===== config.mk =====
export PLATFORM = sky130hd
export DESIGN_NAME = ps2_host_ctrl
export DESIGN_NICKNAME = d
export VERILOG_FILES = /design/src/rtl/ps2_host_ctrl_pkg.sv /design/src/rtl/ps2_rx_fifo.sv /design/src/rtl/ps2_host_ctrl.sv
export SDC_FILE = /design/constraint.sdc
export NUM_CORES = 1
export LEC_CHECK = 0
export ABC_AREA = 0
export CAP_MARGIN = 0
export CORE_MARGIN = 2
export CORE_UTILIZATION = 65
export CTS_BUF_LIST = sky130_fd_sc_hd__clkbuf_4 sky130_fd_sc_hd__clkbuf_8
export DETAILED_ROUTE_END_ITERATION = 12
export DONT_BUFFER_PORTS = 1
export PLACE_DENSITY = 0.82
export SLEW_MARGIN = 20
export SYNTH_ARGS = -nofsm -noshare
export SYNTH_HDL_FRONTEND = slang
export SYNTH_SLANG_ARGS = --single-unit

===== constraint.sdc =====
create_clock -name CLK50MHZ -period 5.1 [get_ports CLK50MHZ]
set_input_delay 1.53 -clock CLK50MHZ [delete_from_list [all_inputs] [get_ports CLK50MHZ]]
set_output_delay 1.53 -clock CLK50MHZ [all_outputs]
set_load 0.03 [all_outputs]

===== src/rtl/ps2_host_ctrl_pkg.sv =====
// Shared PS/2 frame constants, command/response codes, controller states and parity helper.
package ps2_host_ctrl_pkg;

  localparam int FRAME_LEN = 11;

  localparam logic [7:0] CMD_RESET  = 8'hFF;
  localparam logic [7:0] CMD_ECHO   = 8'hEE;
  localparam logic [7:0] CMD_LEDS   = 8'hED;
  localparam logic [7:0] RSP_ACK    = 8'hFA;
  localparam logic [7:0] RSP_BAT_OK = 8'hAA;

  typedef enum logic [2:0] {
    ST_IDLE         = 3'd0,
    ST_RX           = 3'd1,
    ST_TX_INHIBIT   = 3'd2,
    ST_TX_REQ       = 3'd3,
    ST_TX_BITS      = 3'd4,
    ST_TX_ACK       = 3'd5,
    ST_TX_WAIT_IDLE = 3'd6
  } state_t;

  // Parity bit that makes the data byte plus parity contain an odd number of ones.
  function automatic logic odd_parity(input logic [7:0] d);
    return ~(^d);
  endfunction

endpackage


===== src/rtl/ps2_rx_fifo.sv =====
// Synchronous FIFO holding received PS/2 bytes; a push into a full FIFO is only
// accepted when a pop happens in the same cycle.
module ps2_rx_fifo #(
  parameter int DEPTH = 8,
  parameter int WIDTH = 8
) (
  input  logic             clk,
  input  logic             rst,
  input  logic             push,
  input  logic [WIDTH-1:0] push_data,
  input  logic             pop,
  output logic             full,
  output logic             empty,
  output logic [WIDTH-1:0] head
);

  localparam int AW = $clog2(DEPTH);

  logic [WIDTH-1:0] mem_r [DEPTH];
  logic [AW-1:0]    wr_ptr_r;
  logic [AW-1:0]    rd_ptr_r;
  logic [AW:0]      count_r;
  logic             do_push_s;
  logic             do_pop_s;

  assign full      = (count_r == (AW+1)'(DEPTH));
  assign empty     = (count_r == '0);
  assign head      = mem_r[rd_ptr_r];
  assign do_pop_s  = pop && !empty;
  assign do_push_s = push && (!full || do_pop_s);

  // Storage write
  always_ff @(posedge clk) begin
    if (do_push_s) begin
      mem_r[wr_ptr_r] <= push_data;
    end
  end

  // Pointers wrap naturally because DEPTH is a power of two
  always_ff @(posedge clk) begin
    if (rst) begin
      wr_ptr_r <= '0;
      rd_ptr_r <= '0;
      count_r  <= '0;
    end else begin
      if (do_push_s) wr_ptr_r <= wr_ptr_r + AW'(1);
      if (do_pop_s)  rd_ptr_r <= rd_ptr_r + AW'(1);
      case ({do_push_s, do_pop_s})
        2'b10:   count_r <= count_r + (AW+1)'(1);
        2'b01:   count_r <= count_r - (AW+1)'(1);
        default: count_r <= count_r;
      endcase
    end
  end

endmodule


===== src/rtl/ps2_host_ctrl.sv =====
// Bidirectional PS/2 host: synchronises and filters the pads, receives device frames
// into a FIFO and sends host commands using the inhibit / request-to-send sequence.
module ps2_host_ctrl
  import ps2_host_ctrl_pkg::*;
#(
  parameter int CLK_HZ     = 50_000_000,
  parameter int FIFO_DEPTH = 8,
  parameter int FILTER_LEN = 8,
  parameter int INHIBIT_US = 100,
  parameter int TIMEOUT_US = 2000
) (
  input  logic       CLK50MHZ,
  input  logic       RST,
  input  logic       ps2_clk_i,
  input  logic       ps2_data_i,
  output logic       ps2_clk_oe,
  output logic       ps2_data_oe,
  input  logic       tx_valid,
  input  logic [7:0] tx_data,
  output logic       tx_ready,
  output logic       tx_done,
  output logic [7:0] rx_data,
  output logic       rx_valid,
  input  logic       rx_ready,
  output logic       err_frame,
  output logic       err_timeout,
  output logic       rx_overflow
);

  localparam int CYC_PER_US  = CLK_HZ / 1_000_000;
  localparam int INHIBIT_CYC = CYC_PER_US * INHIBIT_US;
  localparam int TIMEOUT_CYC = CYC_PER_US * TIMEOUT_US;
  localparam int FW          = $clog2(FILTER_LEN + 1);

  logic          clk_meta_r, clk_sync_r, data_meta_r, data_sync_r;
  logic [FW-1:0] filt_cnt_r;
  logic          filt_clk_r, filt_prev_r, fall_s;
  state_t        state_r, state_next_s;
  logic [31:0]   inh_cnt_r, to_cnt_r;
  logic [3:0]    bit_cnt_r;
  logic [9:0]    rx_shift_r;
  logic [10:0]   rx_frame_s;
  logic [9:0]    tx_shift_r;
  logic          tx_bit_r;
  logic          inh_done_s, timeout_s, rx_last_s, rx_good_s;
  logic          clk_oe_s, data_oe_s, tx_done_s, err_frame_s, push_s, pop_s, overflow_s;
  logic          fifo_full_s, fifo_empty_s;
  logic [7:0]    fifo_head_s;

  // Two-flop synchronisers; the lines idle high
  always_ff @(posedge CLK50MHZ) begin
    if (RST) begin
      clk_meta_r  <= 1'b1;
      clk_sync_r  <= 1'b1;
      data_meta_r <= 1'b1;
      data_sync_r <= 1'b1;
    end else begin
      clk_meta_r  <= ps2_clk_i;
      clk_sync_r  <= clk_meta_r;
      data_meta_r <= ps2_data_i;
      data_sync_r <= data_meta_r;
    end
  end

  // Glitch filter: the filtered clock follows only after FILTER_LEN agreeing samples
  always_ff @(posedge CLK50MHZ) begin
    if (RST) begin
      filt_cnt_r  <= '0;
      filt_clk_r  <= 1'b1;
      filt_prev_r <= 1'b1;
    end else begin
      filt_prev_r <= filt_clk_r;
      if (clk_sync_r == filt_clk_r) begin
        filt_cnt_r <= '0;
      end else if (filt_cnt_r == FW'(FILTER_LEN - 1)) begin
        filt_clk_r <= clk_sync_r;
        filt_cnt_r <= '0;
      end else begin
        filt_cnt_r <= filt_cnt_r + FW'(1);
      end
    end
  end

  assign fall_s     = filt_prev_r && !filt_clk_r;
  assign inh_done_s = (inh_cnt_r == 32'(INHIBIT_CYC - 1));
  assign timeout_s  = !(state_r inside {ST_IDLE, ST_TX_INHIBIT}) && !fall_s &&
                      (to_cnt_r == 32'(TIMEOUT_CYC - 1));
  assign rx_frame_s = {data_sync_r, rx_shift_r};
  assign rx_last_s  = (state_r == ST_RX) && fall_s && (bit_cnt_r == 4'(FRAME_LEN - 1));
  assign rx_good_s  = !rx_frame_s[0] && rx_frame_s[10] && (^rx_frame_s[9:1]);

  // State register
  always_ff @(posedge CLK50MHZ) begin
    if (RST) state_r <= ST_IDLE;
    else     state_r <= state_next_s;
  end

  // Next-state logic; a receive start beats a simultaneous transmit request
  always_comb begin
    state_next_s = state_r;
    case (state_r)
      ST_IDLE: begin
        if (fall_s)        state_next_s = ST_RX;
        else if (tx_valid) state_next_s = ST_TX_INHIBIT;
        else               state_next_s = ST_IDLE;
      end
      ST_RX: begin
        if (timeout_s || rx_last_s) state_next_s = ST_IDLE;
        else                        state_next_s = ST_RX;
      end
      ST_TX_INHIBIT: begin
        if (inh_done_s) state_next_s = ST_TX_REQ;
        else            state_next_s = ST_TX_INHIBIT;
      end
      ST_TX_REQ: begin
        if (timeout_s) state_next_s = ST_IDLE;
        else           state_next_s = ST_TX_BITS;
      end
      ST_TX_BITS: begin
        if (timeout_s)                             state_next_s = ST_IDLE;
        else if (fall_s && (bit_cnt_r == 4'd9))    state_next_s = ST_TX_ACK;
        else                                       state_next_s = ST_TX_BITS;
      end
      ST_TX_ACK: begin
        if (timeout_s)   state_next_s = ST_IDLE;
        else if (fall_s) state_next_s = data_sync_r ? ST_IDLE : ST_TX_WAIT_IDLE;
        else             state_next_s = ST_TX_ACK;
      end
      ST_TX_WAIT_IDLE: begin
        if (timeout_s || (filt_clk_r && data_sync_r)) state_next_s = ST_IDLE;
        else                                          state_next_s = ST_TX_WAIT_IDLE;
      end
      default: state_next_s = ST_IDLE;
    endcase
  end

  // Timers, bit counter and shift registers
  always_ff @(posedge CLK50MHZ) begin
    if (RST) begin
      inh_cnt_r  <= '0;
      to_cnt_r   <= '0;
      bit_cnt_r  <= '0;
      rx_shift_r <= '0;
      tx_shift_r <= '0;
      tx_bit_r   <= 1'b1;
    end else begin
      inh_cnt_r <= (state_r == ST_TX_INHIBIT) ? inh_cnt_r + 32'd1 : 32'd0;
      if ((state_r inside {ST_IDLE, ST_TX_INHIBIT}) || fall_s) to_cnt_r <= '0;
      else                                                     to_cnt_r <= to_cnt_r + 32'd1;
      case (state_r)
        ST_IDLE: begin
          if (fall_s) begin
            rx_shift_r <= {data_sync_r, rx_shift_r[9:1]};
            bit_cnt_r  <= 4'd1;
          end else if (tx_valid) begin
            tx_shift_r <= {1'b1, odd_parity(tx_data), tx_data};
            bit_cnt_r  <= 4'd0;
            tx_bit_r   <= 1'b1;
          end
        end
        ST_RX: begin
          if (fall_s) begin
            rx_shift_r <= {data_sync_r, rx_shift_r[9:1]};
            bit_cnt_r  <= bit_cnt_r + 4'd1;
          end
        end
        ST_TX_REQ: tx_bit_r <= 1'b0;
        ST_TX_BITS: begin
          if (fall_s) begin
            tx_bit_r   <= tx_shift_r[0];
            tx_shift_r <= {1'b1, tx_shift_r[9:1]};
            bit_cnt_r  <= bit_cnt_r + 4'd1;
          end
        end
        default: bit_cnt_r <= bit_cnt_r;
      endcase
    end
  end

  // Output decode from the current state
  always_comb begin
    clk_oe_s    = 1'b0;
    data_oe_s   = 1'b0;
    case (state_r)
      ST_TX_INHIBIT: clk_oe_s = 1'b1;
      ST_TX_REQ: begin
        clk_oe_s  = 1'b1;
        data_oe_s = 1'b1;
      end
      ST_TX_BITS: data_oe_s = ~tx_bit_r;
      default: begin
        clk_oe_s  = 1'b0;
        data_oe_s = 1'b0;
      end
    endcase
    tx_done_s   = (state_r == ST_TX_WAIT_IDLE) && !timeout_s && filt_clk_r && data_sync_r;
    err_frame_s = (rx_last_s && !rx_good_s) ||
                  ((state_r == ST_TX_ACK) && fall_s && data_sync_r);
    push_s      = rx_last_s && rx_good_s;
    pop_s       = rx_ready && !fifo_empty_s;
    overflow_s  = push_s && fifo_full_s && !pop_s;
  end

  // Registered pad enables and status pulses
  always_ff @(posedge CLK50MHZ) begin
    if (RST) begin
      ps2_clk_oe  <= 1'b0;
      ps2_data_oe <= 1'b0;
      tx_done     <= 1'b0;
      err_frame   <= 1'b0;
      err_timeout <= 1'b0;
      rx_overflow <= 1'b0;
    end else begin
      ps2_clk_oe  <= clk_oe_s  && !timeout_s;
      ps2_data_oe <= data_oe_s && !timeout_s;
      tx_done     <= tx_done_s;
      err_frame   <= err_frame_s;
      err_timeout <= timeout_s;
      rx_overflow <= overflow_s;
    end
  end

  ps2_rx_fifo #(.DEPTH(FIFO_DEPTH), .WIDTH(8)) u_fifo (
    .clk       (CLK50MHZ),
    .rst       (RST),
    .push      (push_s),
    .push_data (rx_frame_s[8:1]),
    .pop       (pop_s),
    .full      (fifo_full_s),
    .empty     (fifo_empty_s),
    .head      (fifo_head_s)
  );

  assign tx_ready = (state_r == ST_IDLE) && !fall_s;
  assign rx_valid = !fifo_empty_s;
  assign rx_data  = fifo_empty_s ? 8'h00 : fifo_head_s;

endmodule

==> results of run 1 <==
[cells in the mapped netlist, drive strengths merged (10+ instances only)]
library cell / number / area (sq um)
mux2i: 19 / 190.2
clkbuf: 26 / 98.84
nor2: 113 / 424.2
inv: 12 / 45.04
a211oi: 10 / 75.07
nand3: 33 / 165.2
dfxtp: 121 / 2422
and3: 13 / 81.33
edfxtp: 64 / 1922
xnor2: 31 / 279.0
nor3: 15 / 80.08
nand4: 24 / 156.4
o21ai: 10 / 50.05
ha: 11 / 137.6
xor2: 49 / 429.2
mux4: 16 / 360.4
nor4: 21 / 158.9
a21oi: 31 / 155.2
nand2: 57 / 214.0
[worst register-to-register path, stage by stage, from the launching register on]
cell and delay, ns:
dfxtp_1 0.39, nor4_2 0.84, inv_1 0.40, and2_1 0.35
ha_1 0.29, xor2_1 0.17, ha_1 0.20, a21oi_1 0.16
xor2_1 0.10, or3_1 0.31, a21oi_1 0.14
[per-stage QoR]
stage,setup slack (ns),util (%),hold WS (ns)
after floorplan,1.766,-,0.3895
after global placement,1.703,67.08,0.3952
after detailed placement,1.630,67.08,0.3952
after CTS,1.130,70.69,0.4213
after global routing,0.9827,70.83,0.4504
final,1.197,70.83,0.4218
[layout make-up]
type / count / area (sq um) / area share [%]
multi-input cells: 520 / 3487 / 40.99
inverters: 12 / 45.04 / 0.5294
clock inverters: 15 / 198.9 / 2.338
clock buffers: 17 / 234.0 / 2.750
repair buffers: 2 / 15.01 / 0.1765
flip-flops and latches: 185 / 4344 / 51.06
well taps: 147 / 183.9 / 2.162
[report_power, final]
part           total, mW  switching, mW  internal, mW
clock               1.05          0.511         0.535
sequential          1.53        0.00983          1.52
combinational     0.0435         0.0230        0.0204
[state kept, by name (all words and copies together) (netlist names), 3 cells and up, named ones only]
name,cells
inh_cnt_r,32
bit_cnt_r,4
u_fifo.count_r,4
u_fifo.wr_ptr_r,3
tx_shift_r,10
rx_shift_r,10
filt_cnt_r,4
u_fifo.mem_r,64
u_fifo.rd_ptr_r,3
state_r,3
to_cnt_r,32
[cell families (layout without fill, tap and decap cells)]
kind of cell	count (synthesis)	count (layout)	synth area share, %
XOR/XNOR	81	81	9.145
AND/OR/NAND/NOR	328	328	20.70
adder cells (fa/ha/maj)	11	11	1.722
multiplexers	35	35	6.890
AO/OA/AOI/OAI	65	65	4.902
buffers and inverters	46	46	2.271
flip-flops	185	185	54.37
[per-layer routing]
metal | wire length, um | track usage [%] | share of wire (%) | vias to the layer above
met4 | 202 | 8.273 | 1.4 | 0
met1 | 6440 | 29.56 | 45 | 2579
met2 | 7151 | 38.90 | 50 | 98
li1 | - | - | - | 2641
met3 | 547 | 5.061 | 3.8 | 19
met5 | 0 | 0 | 0 | -
[how the worst min path moves through the flow]
stage	startpoint	endpoint	slack [ns]	cells after the start
final	clk_meta_r	clk_sync_r	0.42	1
after global routing	clk_meta_r	clk_sync_r	0.45	1
after detailed placement	data_meta_r	data_sync_r	0.40	1
after CTS	clk_meta_r	clk_sync_r	0.42	1
after floorplan	clk_meta_r	clk_sync_r	0.39	1
after global placement	clk_meta_r	clk_sync_r	0.40	1
==> metrics.cfg, run 1 <==
[logic_synthesis]
synth_cells=751
synth_seq_area_share_pct=54.37
netlist_area_sq_um=7990
synth_ff_type=dfxtp_1
synth_nets=776
synth_edf_count=64
ys_types=52
yosysWarnings=0
synth_area_per_cell_sq_um=10.64
synth_seq_cells=185
synthArstFlopShare_pct=0

[worst_setup_path]
path_max_fanout=16
cp.arrival_ns=2.37
crit_chain=mux4_2, mux2i_1, nor2_1
cp-start-kind=flip-flop
r2r-start=u_fifo.count_r[0]
crit_end=rx_data[3]
r2r_setup_slack_ns=1.70
cp_slowest_cell=dfxtp_1
cp_top_family=flip-flops
r2r-end=u_fifo.count_r[2]
reg2regPathDepth=10
critPathCaptureType=output port
worst-setup-path-type=flip-flop to output port
worst-path-buf-inv=0
cpPeakStageDelay_ns=0.98
cp.depth=3
required_ns=3.57

[cells_and_area]
final_common_cell=dfxtp_1
fin_area_sq_um=8508
area_delta_synth_final_pct=6.483
layout.cells.non_filler=898
drive_above_1_share_pct=8.921
layout_common_cells=dfxtp_1 (121), nor2_1 (113), edfxtp_1 (64)
n_fill_cell=855
n_antenna_cell=0
fin_nets=763

[routing]
num_vias=5337
viasPerCell=5.943
wl_per_cell_um=15.97
ant_nets=0
drt_first_pass_iters=5
drc=0
drt-total-wl_um=14340
first_iter_violations=391

[sta]
tns_ns=0
tightestPinTransition_ns=1.070
rsz0062_at_grt=false
post-route-period-util_pct=76.53
fin_crit_ns=3.903
max_freq_mhz=256.2
slew_violations=0
fin_skew_ns=0.009319
relSlewSlack_pct=28.69
setup_viol=0
finalHoldViolCount=0

[global_route]
grt_max_degree=49
grt_pass1_vias=5213
overflow=0
antenna_found_initial=0
grt_pass1_wl_um=24190
grtUsageTotal_pct=23.08

[floorplanning]
rows=40
initial_utilization_pct=66.52
coreArea_sq_um=12010
die_h_um=114.9
die_w_um=114.9
die_area_sq_um=13200
io_pins=30

[clock_network]
clkLatencyLatePin_ns=0.46
cts-root-buf=clkbuf_8
numCtsBuffers=17
clk_path_buf_depth=2
path_clk_slew_ns=0.09
cts-htree-levels=4
hold_buffers=0
cts_resized=0
cts_tree=done
clock_sinks=185
postCtsSetupBuffers=0

[placement]
placed_area_sq_um=8058
gp_congestion=0.7998
dp_hpwl_um=10020
portBuffers=0
place_inst=866

[pwr]
total_power_mw=2.623
total_leakage_power_nw=2.769
power_density_nw_per_um2=308.3
ir_drop_uv=252.7

[hold_path]
hold_class=flip-flop to flip-flop

[status]
outcome=complete, no violations

[job]
maxCapViolCount=0

No activity file was read; power rests on OpenSTA's default activity.
==> run 2: changes to the inputs <==
- CORE_UTILIZATION: 65 -> 59
- PLACE_DENSITY: 0.82 -> 0.79
- clock period: 5.1 -> 3.21 ns (I/O delays scaled with it)
==> metrics.cfg, run 2 (synthesis gave the netlist of run 1 again) <==
[floorplanning]
rows=42  ; +5.0%
io_pins=30  ; unchanged
die_area_sq_um=14490  ; +9.8%
die_h_um=120.4  ; +4.8%
coreArea_sq_um=13240  ; +10%
die_w_um=120.4  ; +4.8%
initial_utilization_pct=60.34  ; -6.2 points

[sta]
finalHoldViolCount=0  ; unchanged
post-route-period-util_pct=94.92
worst_slack_ns=0.1632  ; -1.034 ns
relSlewSlack_pct=32.53  ; +3.8 points
holdWs_ns=0.4133  ; -0.008529 ns
tightestPinTransition_ns=1.012  ; -0.05749 ns
setup_viol=0  ; unchanged
max_freq_mhz=328.2
fin_skew_ns=0.01335  ; +0.004034 ns
fin_crit_ns=3.047
slew_violations=0  ; unchanged
tns_ns=0  ; unchanged
rsz0062_at_grt=false

[cells_and_area]
fin_area_sq_um=8686  ; +2.1%
largest-register=u_fifo.mem_r
fin_nets=784  ; +2.8%
n_antenna_cell=0  ; unchanged
utilization_pct=65.59  ; -5.2 points
layout_common_cells=dfxtp_1 (119), nor2_1 (113), edfxtp_1 (64)
area_delta_synth_final_pct=8.707
drive_above_1_share_pct=11.40  ; +2.5 points
final_common_cell=dfxtp_1
largest_reg_flops=64  ; unchanged
top_regs=u_fifo.mem_r: 64 flops, inh_cnt_r: 32 flops, to_cnt_r: 32 flops
layout.cells.non_filler=948  ; +5.6%

[global_route]
grt_pass1_vias=5265  ; +1.0%
grtUsageTotal_pct=21.56  ; -1.5 points
grt_pass1_wl_um=24880  ; +2.9%
grt_max_degree=49  ; unchanged
antenna_found_initial=0  ; unchanged
overflow=0  ; unchanged

[worst_setup_path]
reg2regPathDepth=11  ; +1
crit_end=rx_data[0]
r2r-end=u_fifo.count_r[2]
r2r-start=rx_shift_r[8]
cp.arrival_ns=2.08  ; -0.29 ns
r2r_setup_slack_ns=0.22  ; -1.48 ns
path_max_fanout=16  ; unchanged
cp-start-kind=flip-flop
required_ns=2.25  ; -1.32 ns
worst-setup-path-type=flip-flop to output port
critPathCaptureType=output port

[clock_network]
numCtsBuffers=17  ; unchanged
cts-htree-levels=4  ; unchanged
cts_tree=done
clock_sinks=185  ; unchanged
cts-root-buf=clkbuf_8
postCtsSetupBuffers=0  ; unchanged
path_clk_slew_ns=0.09  ; about the same
clk_path_buf_depth=2  ; unchanged
clkLatencyLatePin_ns=0.47  ; about the same

[routing]
viasPerCell=5.701  ; -4.1%
drt-total-wl_um=14820  ; +3.4%
drc=0  ; unchanged
wl_per_cell_um=15.64  ; -2.1%
first_iter_violations=328  ; -16%
ant_nets=0  ; unchanged
num_vias=5405  ; +1.3%
drt_first_pass_iters=5  ; unchanged

[placement]
gp_congestion=0.8095  ; +1.2%
placed_area_sq_um=8252  ; +2.4%
place_inst=916  ; +5.8%
portBuffers=0  ; unchanged
dp_hpwl_um=9949  ; -0.72%
place_ws_ns=0.2575  ; -1.373 ns

[pwr]
ir_drop_uv=248.3  ; -1.8%
power_density_nw_per_um2=480.5  ; +56%
total_leakage_power_nw=2.869  ; +3.6%
total_power_mw=4.173  ; +59%

[status]
outcome=complete, no violations

[hold_path]
hold_class=flip-flop to flip-flop

[job]
maxCapViolCount=0  ; unchanged

run 2: per-layer routing:
metal | routed length, um | vias up | global-route usage (%)
met3 | 498 | 18 | 5.708
li1 | - | 2684 | -
met4 | 189 | 0 | 6.977
met2 | 7431 | 98 | 36.55
met1 | 6702 | 2605 | 26.92
met5 | 0 | - | 0
run 2: worst max-delay path, stage by stage (launching register included):
cell and delay (ns):
dfxtp_1 0.33, buf_4 0.31, mux4_2 0.54, mux2i_1 0.24, nor2_1 0.20
run 2: area by class of cell:
class / instances / area (sq um)
fill: 1058 / 4557
sequential: 185 / 4347
clock inverter: 15 / 197.7
clock buffer: 17 / 234.0
multi-input combinational: 520 / 3470
inverter: 12 / 45.04
timing repair buffer: 23 / 172.7
tap: 176 / 220.2
run 2: worst min path at each step:
stage                      startpoint     endpoint  cells after the start
after floorplan            clk_meta_r   clk_sync_r                      1
after global routing       clk_meta_r   clk_sync_r                      1
after CTS                  clk_meta_r   clk_sync_r                      1
after global placement    data_meta_r  data_sync_r                      1
after detailed placement   clk_meta_r   clk_sync_r                      1
final                      clk_meta_r   clk_sync_r                      1
run 2: what timing repair did:
action | 4_1_cts | 5_1_grt
hold buffers | 0 | 0
endpoints found under the setup margin | 0 | 1
gates resized for setup | 0 | 2
run 2: where the power goes:
group          switching, mW  internal (mW)  leakage (nW)
Combinational         0.0422         0.0345          1.09
Clock                  0.816          0.849         0.210
Sequential            0.0113           2.42          1.57
Total                  0.870           3.30          2.87
